--- src/rtl/bcd_stopwatch_ctrl.sv ---
`default_nettype none
// ============================================================================
// Module      : bcd_stopwatch_ctrl
// Description : Run/pause/clear/lap control FSM, count-tick prescaler and
//               single-edge carry cascade for a chain of BCD digit counters.
// Revision    : 1.0 - initial release
// ============================================================================
module bcd_stopwatch_ctrl #(
  parameter int DIGITS   = 4,
  parameter int TICK_DIV = 10,
  parameter int WRAP     = 1
) (
  input  logic                  clk,
  input  logic                  rst_n,
  input  logic                  start,
  input  logic                  stop,
  input  logic                  clear,
  input  logic                  lap,
  output logic [4*DIGITS-1:0]   count,
  output logic [4*DIGITS-1:0]   lap_value,
  output logic                  lap_valid,
  output logic                  running,
  output logic [1:0]            state,
  output logic                  overflow
);

  localparam int CW = 4 * DIGITS;
  localparam int PW = (TICK_DIV > 2) ? $clog2(TICK_DIV) : 1;
  localparam logic [PW-1:0] PRESC_LAST = PW'(TICK_DIV - 1);

  typedef enum logic [1:0] {
    IDLE   = 2'b00,
    RUN    = 2'b01,
    PAUSED = 2'b10,
    DONE   = 2'b11
  } state_t;

  state_t          state_q, state_d;
  logic [CW-1:0]   count_q, count_d;
  logic [CW-1:0]   lap_value_q, lap_value_d;
  logic [PW-1:0]   presc_q, presc_d;
  logic            lap_valid_q, lap_valid_d;
  logic            overflow_q, overflow_d;

  logic            tick;
  logic [DIGITS:0] carry;
  logic [CW-1:0]   count_inc;

  // A tick completes only while running; a same-cycle stop or clear cancels it.
  assign tick     = (state_q == RUN) && !clear && !stop && (presc_q == PRESC_LAST);
  assign carry[0] = tick;

  // Carry ripples combinationally so every digit settles on the tick edge.
  for (genvar i = 0; i < DIGITS; i++) begin : g_digit
    logic is_nine;
    assign is_nine                = (count_q[4*i +: 4] == 4'd9);
    assign carry[i+1]             = carry[i] & is_nine;
    assign count_inc[4*i +: 4]    = !carry[i] ? count_q[4*i +: 4] :
                                    is_nine   ? 4'd0 : count_q[4*i +: 4] + 4'd1;
  end

  // Next-state, prescaler, count, overflow and lap capture; clear dominates.
  always_comb begin
    state_d     = state_q;
    count_d     = count_q;
    presc_d     = presc_q;
    overflow_d  = overflow_q;
    lap_value_d = lap_value_q;
    lap_valid_d = 1'b0;

    if (clear) begin
      state_d    = IDLE;
      count_d    = '0;
      presc_d    = '0;
      overflow_d = 1'b0;
    end else begin
      // Snapshot uses the pre-edge count, so a coincident tick is not seen.
      if (lap && (state_q == RUN || state_q == PAUSED)) begin
        lap_value_d = count_q;
        lap_valid_d = 1'b1;
      end

      case (state_q)
        IDLE: begin
          if (start) begin
            state_d = RUN;
            presc_d = '0;
          end
        end
        RUN: begin
          if (stop) begin
            // Prescaler freezes so partial tick time survives the pause.
            state_d = PAUSED;
          end else begin
            presc_d = tick ? '0 : presc_q + 1'b1;
            if (tick) begin
              if (carry[DIGITS]) begin
                overflow_d = 1'b1;
                if (WRAP != 0) begin
                  count_d = count_inc;
                end else begin
                  state_d = DONE;
                end
              end else begin
                count_d = count_inc;
              end
            end
          end
        end
        PAUSED: begin
          if (start) begin
            state_d = RUN;
          end
        end
        default: begin
          // DONE is left only through clear or reset.
        end
      endcase
    end
  end

  // State and datapath registers with asynchronous active-low reset.
  always_ff @(posedge clk or negedge rst_n) begin
    if (!rst_n) begin
      state_q     <= IDLE;
      count_q     <= '0;
      presc_q     <= '0;
      overflow_q  <= 1'b0;
      lap_value_q <= '0;
      lap_valid_q <= 1'b0;
    end else begin
      state_q     <= state_d;
      count_q     <= count_d;
      presc_q     <= presc_d;
      overflow_q  <= overflow_d;
      lap_value_q <= lap_value_d;
      lap_valid_q <= lap_valid_d;
    end
  end

  assign count     = count_q;
  assign lap_value = lap_value_q;
  assign lap_valid = lap_valid_q;
  assign overflow  = overflow_q;
  assign state     = state_q;
  assign running   = (state_q == RUN);

endmodule
`default_nettype wire

--- config.mk ---
export PLATFORM = sky130hd
export DESIGN_NAME = bcd_stopwatch_ctrl
export DESIGN_NICKNAME = d
export VERILOG_FILES = /design/src/rtl/bcd_stopwatch_ctrl.sv
export SDC_FILE = /design/constraint.sdc
export NUM_CORES = 1
export LEC_CHECK = 0
export CAP_MARGIN = 20
export CORE_MARGIN = 1.5
export CORE_UTILIZATION = 56
export CTS_BUF_LIST = sky130_fd_sc_hd__clkbuf_8
export DETAILED_ROUTE_END_ITERATION = 8
export PLACE_DENSITY = 0.87
export SYNTH_ARGS = -nofsm -noshare
export SYNTH_HDL_FRONTEND = slang
export SYNTH_SLANG_ARGS = --single-unit
--- constraint.sdc ---
create_clock -name clk -period 3.15 [get_ports clk]
set_input_delay 0.63 -clock clk [delete_from_list [all_inputs] [get_ports clk]]
set_output_delay 0.63 -clock clk [all_outputs]
set_load 0.05 [all_outputs]
# ---- Word level (Yosys, flattened, before mapping)
# Index checks and enable logic that the tools add are counted.
dict set report totals {
  ramBits 0
  elab_cells 83
  mem_bits_ro 0
  memories 0
  ff_bits 40
  input_bits 6
  latch_bits 0
  out_inout_bits 37
}
dict set report classes {
  eq_ne 12
  div 0
  reduce_logical 25
  multipliers 0
  n_addsub 5
  n_lt_le_gt_ge 0
  n_mux 27
  n_bitwise 5
  shifts 0
}
# operator n
set ops {}
lappend ops {{$mux 16} 4}
lappend ops {{$mux 4} 11}
lappend ops {{$add 4x1->4 const B} 5}
lappend ops {{$eq 4x4->1 const B} 5}
lappend ops {{$reduce_and 4->1} 4}
lappend ops {{$reduce_bool 2->1} 6}
lappend ops {{$ne 3x3->1 const B} 3}
lappend ops {{$reduce_and 3->1} 3}
lappend ops {{$pmux 4 s2} 1}
lappend ops {{$mux 1} 7}
lappend ops {{$mux 2} 3}
lappend ops {{$reduce_bool 3->1} 2}
lappend ops {{$and 1x1->1} 4}
lappend ops {{$logic_and 1x1->1} 4}
lappend ops {{$pmux 2 s2} 1}
lappend ops {{$ne 3x1->1 const B} 1}
lappend ops {{$eq 2x1->1 const B} 1}
lappend ops {{$eq 2x2->1 const B} 1}
lappend ops {{$logic_not 1->1} 2}
lappend ops {{$logic_not 2->1} 1}
lappend ops {{$ne 2x1->1 const B} 1}
lappend ops {{$reduce_and 2->1} 1}
lappend ops {{$reduce_or 2->1} 1}
lappend ops {{$logic_or 1x1->1} 1}
lappend ops {{$not 1->1} 1}

# ---- Logic depth before layout (Yosys ltp)
# Gate-level depths: netlist (run 1).
dict set report depth {
  depth_word 13
  ltp_mapped 7
  mapped_depth_nobuf 6
}

# ---- Worst setup path after synthesis (run 1)
# No wires, ideal clock.
dict set report synth_path {
  kind {register to register}
  from {register state_q[0] (netlist: state[0])}
  to {register count_q[14] (netlist: count[14])}
  setup_slack_ns 0.685
  setup_time_ns 0.078
  stages_incl_launch_ff 6
  t_arrival_ns 2.387
  n_path_buf 0
  synth_period_minus_slack_ns 2.465
  t_required_ns 3.072
  cell_sequence {dfrtp_1 -> ha_1 -> and4b_2 -> nand4_4 -> or4_1 -> a21oi_1}
}
dict set report synth_via {
  elab_chain_len 9
  word_cells_on_any_way 11
  cone_classes {eq/ne: 1; bitwise: 3; reduce/logical: 7}
}
# item line
set synth_lines {}
lappend synth_lines {{start, declared} 38} ;# state_t state_q, state_d;
lappend synth_lines {{start signal, assigned} 132} ;# state_q <= state_d;
lappend synth_lines {{$eq 2x1->1 (*)} --}
lappend synth_lines {{net running} 22} ;# output logic running,
lappend synth_lines {{$logic_and 1x1->1 (3 in series)} 50} ;# assign tick = (state_q == RUN) && !clear && !stop && (presc_q == PRESC_LAST);
lappend synth_lines {{$and 1x1->1 (3 in series)} 57} ;# assign carry[i+1] = carry[i] & is_nine;
lappend synth_lines {{$reduce_bool 2->1 (no line)} --}
lappend synth_lines {{$reduce_and 4->1 (no line) (*)} --}
lappend synth_lines {{end signal, assigned} 133} ;# count_q <= count_d;
lappend synth_lines {{end, declared} 39} ;# logic [CW-1:0] count_q, count_d;
# Mark *: on every way through the listed nets, which the timed path passes. The rest lies on a longest branch.
# A chain may end at the register's enable or synchronous reset.

# ---- Final worst setup path (run 1)
dict set report layout_path {
  from {register state_q[1] (netlist: state[1])}
  to {output running}
}
dict set report layout_via {
  elab_chain_len 1
}
# item line
set layout_lines {}
lappend layout_lines {{$eq 2x1->1} 146} ;# assign running = (state_q == RUN);
lappend layout_lines {{end, declared} 22}
# Every way passes these cells.

==> qor.txt, run 1 <==
status - complete, no violations
Fmax - 392 MHz
Post-Synthesis Cells - 184
Post-Route WL - 4310 um
peak supply drop - 0.000485 V
Synth cell types - 36
CP Capture Type - output port
Crit Path Category - flip-flop to output port
number of diodes - 0
CP max-delay cell - clkdlybuf4s50_1
PortBufs - 42
Post-DRT Antenna Nets - 0
CP max FO - 7
core area - 0.00336 mm^2
Fillers - 229
Non-Filler Instances - 277
Pins Over Slew Limit - 0
Worst EP required - 2.52 ns
TritonCTS clock tree - yes
Die Ht - 62.5 um
vias in the first global route - 1528
delay-heaviest family, CP - buffers and inverters
grt ovf - 0
hold_buf cts - 0
Int Pwr - 0.000877 W
Final Cycle Share - 80.9%
initial antenna violation count - 0
Post-Syn Nets - 203
CP max stage delay - 0.84 ns
Initial Util - 59.0%
Cell Chain, Critical Path - inv_1 -> ha_1 -> clkdlybuf4s50_1
DRC viols - 0
Seq cells post-synth - 40
synth warn - 0
Area after DPL - 0.00245 mm^2
Final setup violation count - 0
Arrival @ worst endpoint - 1.92 ns
Cell Rows - 21
Clock Latency Late Sink - 0.30 ns
Clk pwr share - 33.7%
area delta synth->final - 29.3%
I/O pin count - 43
Bufs and invs on worst path - 2
Inserted Clock Buffers - 5
final-report hold violation count - 0
DP HPWL - 3120 um
relative slew slack - 42.3%
post-layout min period - 2.55 ns
register share of total power - 43.3%
Placer Congestion - 0.786
Tot Pwr - 0.00127 W
Die Wd - 62.5 um
Seq/Total Area, Yosys - 50.4%
share of layout cells above drive strength 1 - 13.0%
Syn Area/Cell - 10.8 um^2
clock buffer depth - 2
global-route wire length before repair - 7310 um
post-route cell area - 0.00257 mm^2
CP Launch Point - state[1]
Min-Delay Path Class - primary input to asynchronous set/reset pin
GRT Util Overall - 24.0%
Inst Count DP - 269
Worst R2R End - count[14]
clock slew at reported path FFs - 0.09 ns
Worst R2R Setup Slack - 1.14 ns
post_cts resized - 0
Pleak - 1.16 nW
max cap viols - 0
Initial DRC Count - 82
power density cells - 494 mW/mm^2
vias post-DR - 1564
Clock Tree Root - clkbuf_8
drt first pass iters - 4
Critical R2R Launch - state[1]
Logic pwr share - 23.0%
Slew @ Worst Pin - 0.866 ns
Via-to-Cell Ratio - 5.65
Net Sw Power - 0.000391 W
Fin Setup TNS - 0 ns
Setup crit start kind - flip-flop
Layout Skew - 0.0106 ns
nets - 249
# clock sinks - 40
sw frac - 30.8%
area of the die - 0.00391 mm^2
RSZ-0062 raised after global routing - false
Post-CTS Setup Inserts - 0
cells on worst reg2reg path - 6
largest net degree at the start of global routing - 41
cell area after synthesis - 0.00199 mm^2
htree depth - 2
WL per Instance - 15.5 um
-- power groups by stage --
stage | logic, W | registers, W | clock network [W]
after floorplan | 0.000170 | 0.000597 | 0
final | 0.000292 | 0.000549 | 0.000427
after global placement | 0.000285 | 0.000557 | 0
after global routing | 0.000315 | 0.000552 | 0.000457
after detailed placement | 0.000294 | 0.000558 | 0
after CTS | 0.000293 | 0.000548 | 0.000438
-- placed cells by master, fill, tap and decap left out, types with 2 or more instances in the layout --
cell type / instances
mux2i_1: 4
nand3_1: 10
nor2_1: 9
clkdlybuf4s50_1: 41
nand2b_1: 2
ha_1: 13
and3b_1: 2
o21a_1: 2
or4_1: 3
inv_1: 11
dfrtp_1: 40
buf_4: 2
nand2_1: 15
clkbuf_8: 5
clkinv_4: 2
nor2b_1: 3
or3_1: 8
o21ai_0: 13
mux2_2: 12
a21oi_1: 14
-- layout make-up --
class / instances / area, um^2 / share of cell area (%)
clock buffers: 5 / 68.8 / 2.68
clock inverters: 3 / 47.5 / 1.85
inverters: 11 / 41.3 / 1.61
multi-input cells: 128 / 921 / 35.9
flip-flops and latches: 40 / 1000 / 39.0
well taps: 46 / 57.6 / 2.24
repair buffers: 44 / 430 / 16.8
-- worst max path at each step --
| stage | end | slack, ns | cells after the start |
|---|---|---|---|
| floorplan | count[14] | 0.68 | 5 |
| global placement | lap_value[14] | 0.88 | 5 |
| detailed placement | lap_value[14] | 0.81 | 5 |
| CTS | running | 0.58 | 3 |
| global route | running | 0.51 | 3 |
| finish | running | 0.60 | 3 |
-- Yosys cell counts --
cell | number | area (um^2)
nand4_1 | 1 | 6.26
nor4_1 | 1 | 6.26
o21ai_0 | 13 | 65.1
and2_1 | 1 | 6.26
and3b_2 | 1 | 10.0
xnor2_1 | 1 | 8.76
clkbuf_1 | 2 | 7.51
and3b_1 | 2 | 17.5
and4bb_2 | 1 | 12.5
and4bb_4 | 1 | 16.3
inv_1 | 11 | 41.3
nand3_1 | 10 | 50.1
o21ba_2 | 1 | 10.0
a211oi_1 | 1 | 7.51
a31o_2 | 1 | 8.76
dfrtp_1 | 40 | 1000
mux2i_1 | 4 | 40.0
nand4_4 | 1 | 21.3
or2b_1 | 1 | 7.51
ha_1 | 13 | 163
xor2_1 | 1 | 8.76
nand4b_1 | 1 | 8.76
or4_1 | 3 | 22.5
nor2b_1 | 3 | 18.8
a21oi_1 | 14 | 70.1
mux2_2 | 12 | 135
o21a_1 | 2 | 15.0
nand2_1 | 15 | 56.3
or3_1 | 8 | 50.1
nand2b_1 | 2 | 12.5
nor2_1 | 9 | 33.8
o22ai_1 | 1 | 6.26
and2b_1 | 1 | 7.51
buf_2 | 3 | 15.0
and4b_2 | 1 | 11.3
nand3b_1 | 1 | 7.51
-- registers in the layout, indices dropped and copies added, names as in the netlist --
| signal | flops |
|---|---|
| count | 16 |
| lap_value | 16 |
| presc_q | 4 |
| state | 2 |
| lap_valid | 1 |
| overflow | 1 |
-- per-layer routing --
metal	vias up	GRT usage (%)	part of all wire, %	routed length [um]
met2	47	40.3	51	2190
li1	737	-	-	-
met5	-	0	0	0
met1	770	29.7	42	1790
met4	0	10.6	2.8	119
met3	10	5.41	4.6	199
-- kinds of logic (layout without fill, tap and decap cells) --
kind of cell | count (synthesis) | count (layout) | share of synthesized area (%)
buffers and inverters | 16 | 63 | 3.21
DFF | 40 | 40 | 50.4
xor gates and xnor gates | 2 | 2 | 0.882
AOI/OAI and AO/OA | 33 | 33 | 9.20
muxes | 16 | 16 | 8.82
and+or+nand+nor | 64 | 64 | 19.3
adders and majority gates | 13 | 13 | 8.19
-- per-stage QoR --
stage	setup WS (ns)	hold WS, ns	util (%)
2_1_floorplan	0.685	0.334	-
3_3_place_gp	0.878	0.467	72.9
3_5_place_dp	0.807	0.483	72.9
4_1_cts	0.584	0.462	76.3
5_1_grt	0.514	0.516	76.3
6_report	0.601	0.437	76.3
Power figures use the tool's default switching activity.
==> run 2, diff against run 1 <==
--- a/config.mk
+++ b/config.mk
@@ -7,10 +7,10 @@
 export LEC_CHECK = 0
 export CAP_MARGIN = 20
 export CORE_MARGIN = 1.5
-export CORE_UTILIZATION = 56
+export CORE_UTILIZATION = 52
 export CTS_BUF_LIST = sky130_fd_sc_hd__clkbuf_8
 export DETAILED_ROUTE_END_ITERATION = 8
-export PLACE_DENSITY = 0.87
+export PLACE_DENSITY = 0.82
 export SYNTH_ARGS = -nofsm -noshare
 export SYNTH_HDL_FRONTEND = slang
 export SYNTH_SLANG_ARGS = --single-unit
==> constraint.sdc (replaced) <==
create_clock -name clk -period 2.45 [get_ports clk]
set_input_delay 0.49 -clock clk [delete_from_list [all_inputs] [get_ports clk]]
set_output_delay 0.49 -clock clk [all_outputs]
set_load 0.05 [all_outputs]
==> run 2 against run 1 <==
  * Die area grew 7.3%
  * Cell area rose by 0.78%
  * Non-clock buffer count rose by 2
  * Via count decreased by 2.2%
  * Critical path depth unchanged
  * Sequential share of layout area shrank 0.30 points
  * Core utilization is 5.7 points lower
  * Wire length is 9.1% lower
  * Critical endpoint unchanged
  * Largest cell class unchanged
==> qor.txt, run 2 (synthesis gave the netlist of run 1 again) <==
TritonCTS clock tree - yes (unchanged)
Bufs and invs on worst path - 2 (unchanged)
Placer Congestion - 0.751 (was 0.786)
CP max FO - 7 (unchanged)
status - complete, no violations (unchanged)
Post-CTS Setup Inserts - 0 (unchanged)
Layout Skew - 0.0128 ns (was 0.0106 ns)
power density cells - 632 mW/mm^2 (was 494 mW/mm^2)
Final Cycle Share - 95.5%
commonest non-fill, non-tap cell in the layout - clkdlybuf4s50_1 (unchanged)
hold_buf cts - 0 (unchanged)
Setup crit start kind - flip-flop (unchanged)
largest net degree at the start of global routing - 41 (unchanged)
# clock sinks - 40 (unchanged)
vias in the first global route - 1555 (was 1528)
clock buffer depth - 2 (unchanged)
Clock Latency Late Sink - 0.29 ns (was 0.30 ns)
Die Wd - 64.8 um (was 62.5 um)
CP max-delay cell - clkdlybuf4s50_1 (unchanged)
nets - 251 (was 249)
vias post-DR - 1530 (was 1564)
area delta synth->final - 30.3% (was 29.3%)
share of layout cells above drive strength 1 - 14.2% (was 13.0%)
peak supply drop - 0.000380 V (was 0.000485 V)
Cell Rows - 22 (was 21)
Final setup violation count - 0 (unchanged)
Arrival @ worst endpoint - 1.85 ns (was 1.92 ns)
final-report hold violation count - 0 (unchanged)
PortBufs - 42 (unchanged)
Pleak - 1.17 nW (was 1.16 nW)
htree depth - 2 (unchanged)
global-route wire length before repair - 7070 um (was 7310 um)
Slew @ Worst Pin - 0.854 ns (was 0.866 ns)
Fillers - 284 (was 229)
Post-Route WL - 3920 um (was 4310 um)
Cell Chain, Critical Path - inv_1 -> ha_2 -> clkdlybuf4s50_1 (was inv_1 -> ha_1 -> clkdlybuf4s50_1)
Min-Delay Path Class - primary input to asynchronous set/reset pin (unchanged)
I/O pin count - 43 (unchanged)
Post-DRT Antenna Nets - 0 (unchanged)
Inserted Clock Buffers - 5 (unchanged)
Worst EP required - 1.96 ns (was 2.52 ns)
clock slew at reported path FFs - 0.09 ns (about the same)
DP HPWL - 2830 um (was 3120 um)
post_cts resized - 0 (unchanged)
Clock Tree Root - clkbuf_8 (unchanged)
Die Ht - 64.8 um (was 62.5 um)
Fin Setup TNS - 0 ns (unchanged)
RSZ-0062 raised after global routing - false (unchanged)
Crit Path Category - flip-flop to output port (unchanged)
CP Capture Type - output port (unchanged)
Pins Over Slew Limit - 0 (unchanged)
DRC viols - 0 (unchanged)
delay-heaviest family, CP - buffers and inverters (unchanged)
number of diodes - 0 (unchanged)
drt first pass iters - 4 (unchanged)
area of the die - 0.00420 mm^2 (was 0.00391 mm^2)
Initial Util - 54.2% (was 59.0%)
initial antenna violation count - 0 (unchanged)
core area - 0.00366 mm^2 (was 0.00336 mm^2)
Initial DRC Count - 60 (was 82)
Fmax - 427 MHz
CP max stage delay - 0.82 ns (was 0.84 ns)
final hold slack - 0.304 ns (was 0.437 ns)
WL per Instance - 13.9 um (was 15.5 um)
most frequent cells in the layout - clkdlybuf4s50_1, dfrtp_1, nand2_1, a21oi_1, o21ai_0 (was clkdlybuf4s50_1, dfrtp_1, nand2_1, a21oi_1)
relative slew slack - 43.1% (was 42.3%)
GRT Util Overall - 21.6% (was 24.0%)
Via-to-Cell Ratio - 5.44 (was 5.65)
max cap viols - 0 (unchanged)
Worst R2R Setup Slack - 0.54 ns (was 1.14 ns)
grt ovf - 0 (unchanged)
post-layout min period - 2.34 ns
==> run 2: routing by layer <==
layer / part of all wire (%) / global-route usage [%] / routed length (um)
met3: 4.6 / 5.21 / 179
met4: 1.4 / 7.18 / 53
met5: 0 / 0 / 0
met2: 49 / 37.4 / 1910
met1: 45 / 26.3 / 1770
==> run 2: worst register-to-register path, delay by kind of cell (launching register included) <==
kind                     cells  cell delay [ns]
adder cells (fa/ha/maj)      1             0.23
AO/OA/AOI/OAI                1             0.15
flip-flops                   1             0.43
AND/OR/NAND/NOR              3             0.95
buffers and inverters        1             0.10
==> run 2: final timing paths <==
path | to | startpoint | cells after the start
hold reg to reg | lap_value[1] | lap_value[1] | 2
setup / recovery | running | state[1] | 3
max in group asynchronous | presc_q[3] | rst_n | 1
hold / removal | count[15] | rst_n | 1
min in group clk | lap_value[1] | lap_value[1] | 2
setup reg to reg | count[14] | state[1] | 6
==> run 2: power by group <==
part	leakage (nW)	switching, W	internal (W)
clock	0.0583	0.000237	0.000307
sequential	0.557	0.0000265	0.000681
combinational	0.556	0.000237	0.000148
total	1.17	0.000500	0.00114
==> run 2: area by class of cell <==
type / count / area, um^2 / area share [%]
multi-input combinational: 128 / 923 / 35.7
sequential: 40 / 1000 / 38.7
clock inverter: 3 / 47.5 / 1.84
tap: 48 / 60.1 / 2.32
inverter: 11 / 41.3 / 1.60
timing repair buffer: 46 / 445 / 17.2
clock buffer: 5 / 68.8 / 2.66
==> run 2: stage by stage <==
step | utilization [%] | instances | total power, W | setup slack, ns | cell area [um^2]
floorplan | - | 184 | 0.000990 | 0.159 | 1990
global placement | 67.5 | 273 | 0.00110 | 0.322 | 2470
detailed placement | 67.5 | 273 | 0.00111 | 0.285 | 2470
CTS | 70.7 | 281 | 0.00164 | 0.0851 | 2590
global route | 70.7 | 281 | 0.00171 | 0.0276 | 2590
finish | 70.7 | 281 | 0.00164 | 0.111 | 2590
==> run 3, diff against run 2 <==
--- a/config.mk
+++ b/config.mk
@@ -11,6 +11,7 @@
 export CTS_BUF_LIST = sky130_fd_sc_hd__clkbuf_8
 export DETAILED_ROUTE_END_ITERATION = 8
 export PLACE_DENSITY = 0.82
+export SLEW_MARGIN = 20
 export SYNTH_ARGS = -nofsm -noshare
 export SYNTH_HDL_FRONTEND = slang
 export SYNTH_SLANG_ARGS = --single-unit
==> results of run 3 <==
The final DEF is identical to that of run 2; final timing and power are the same.
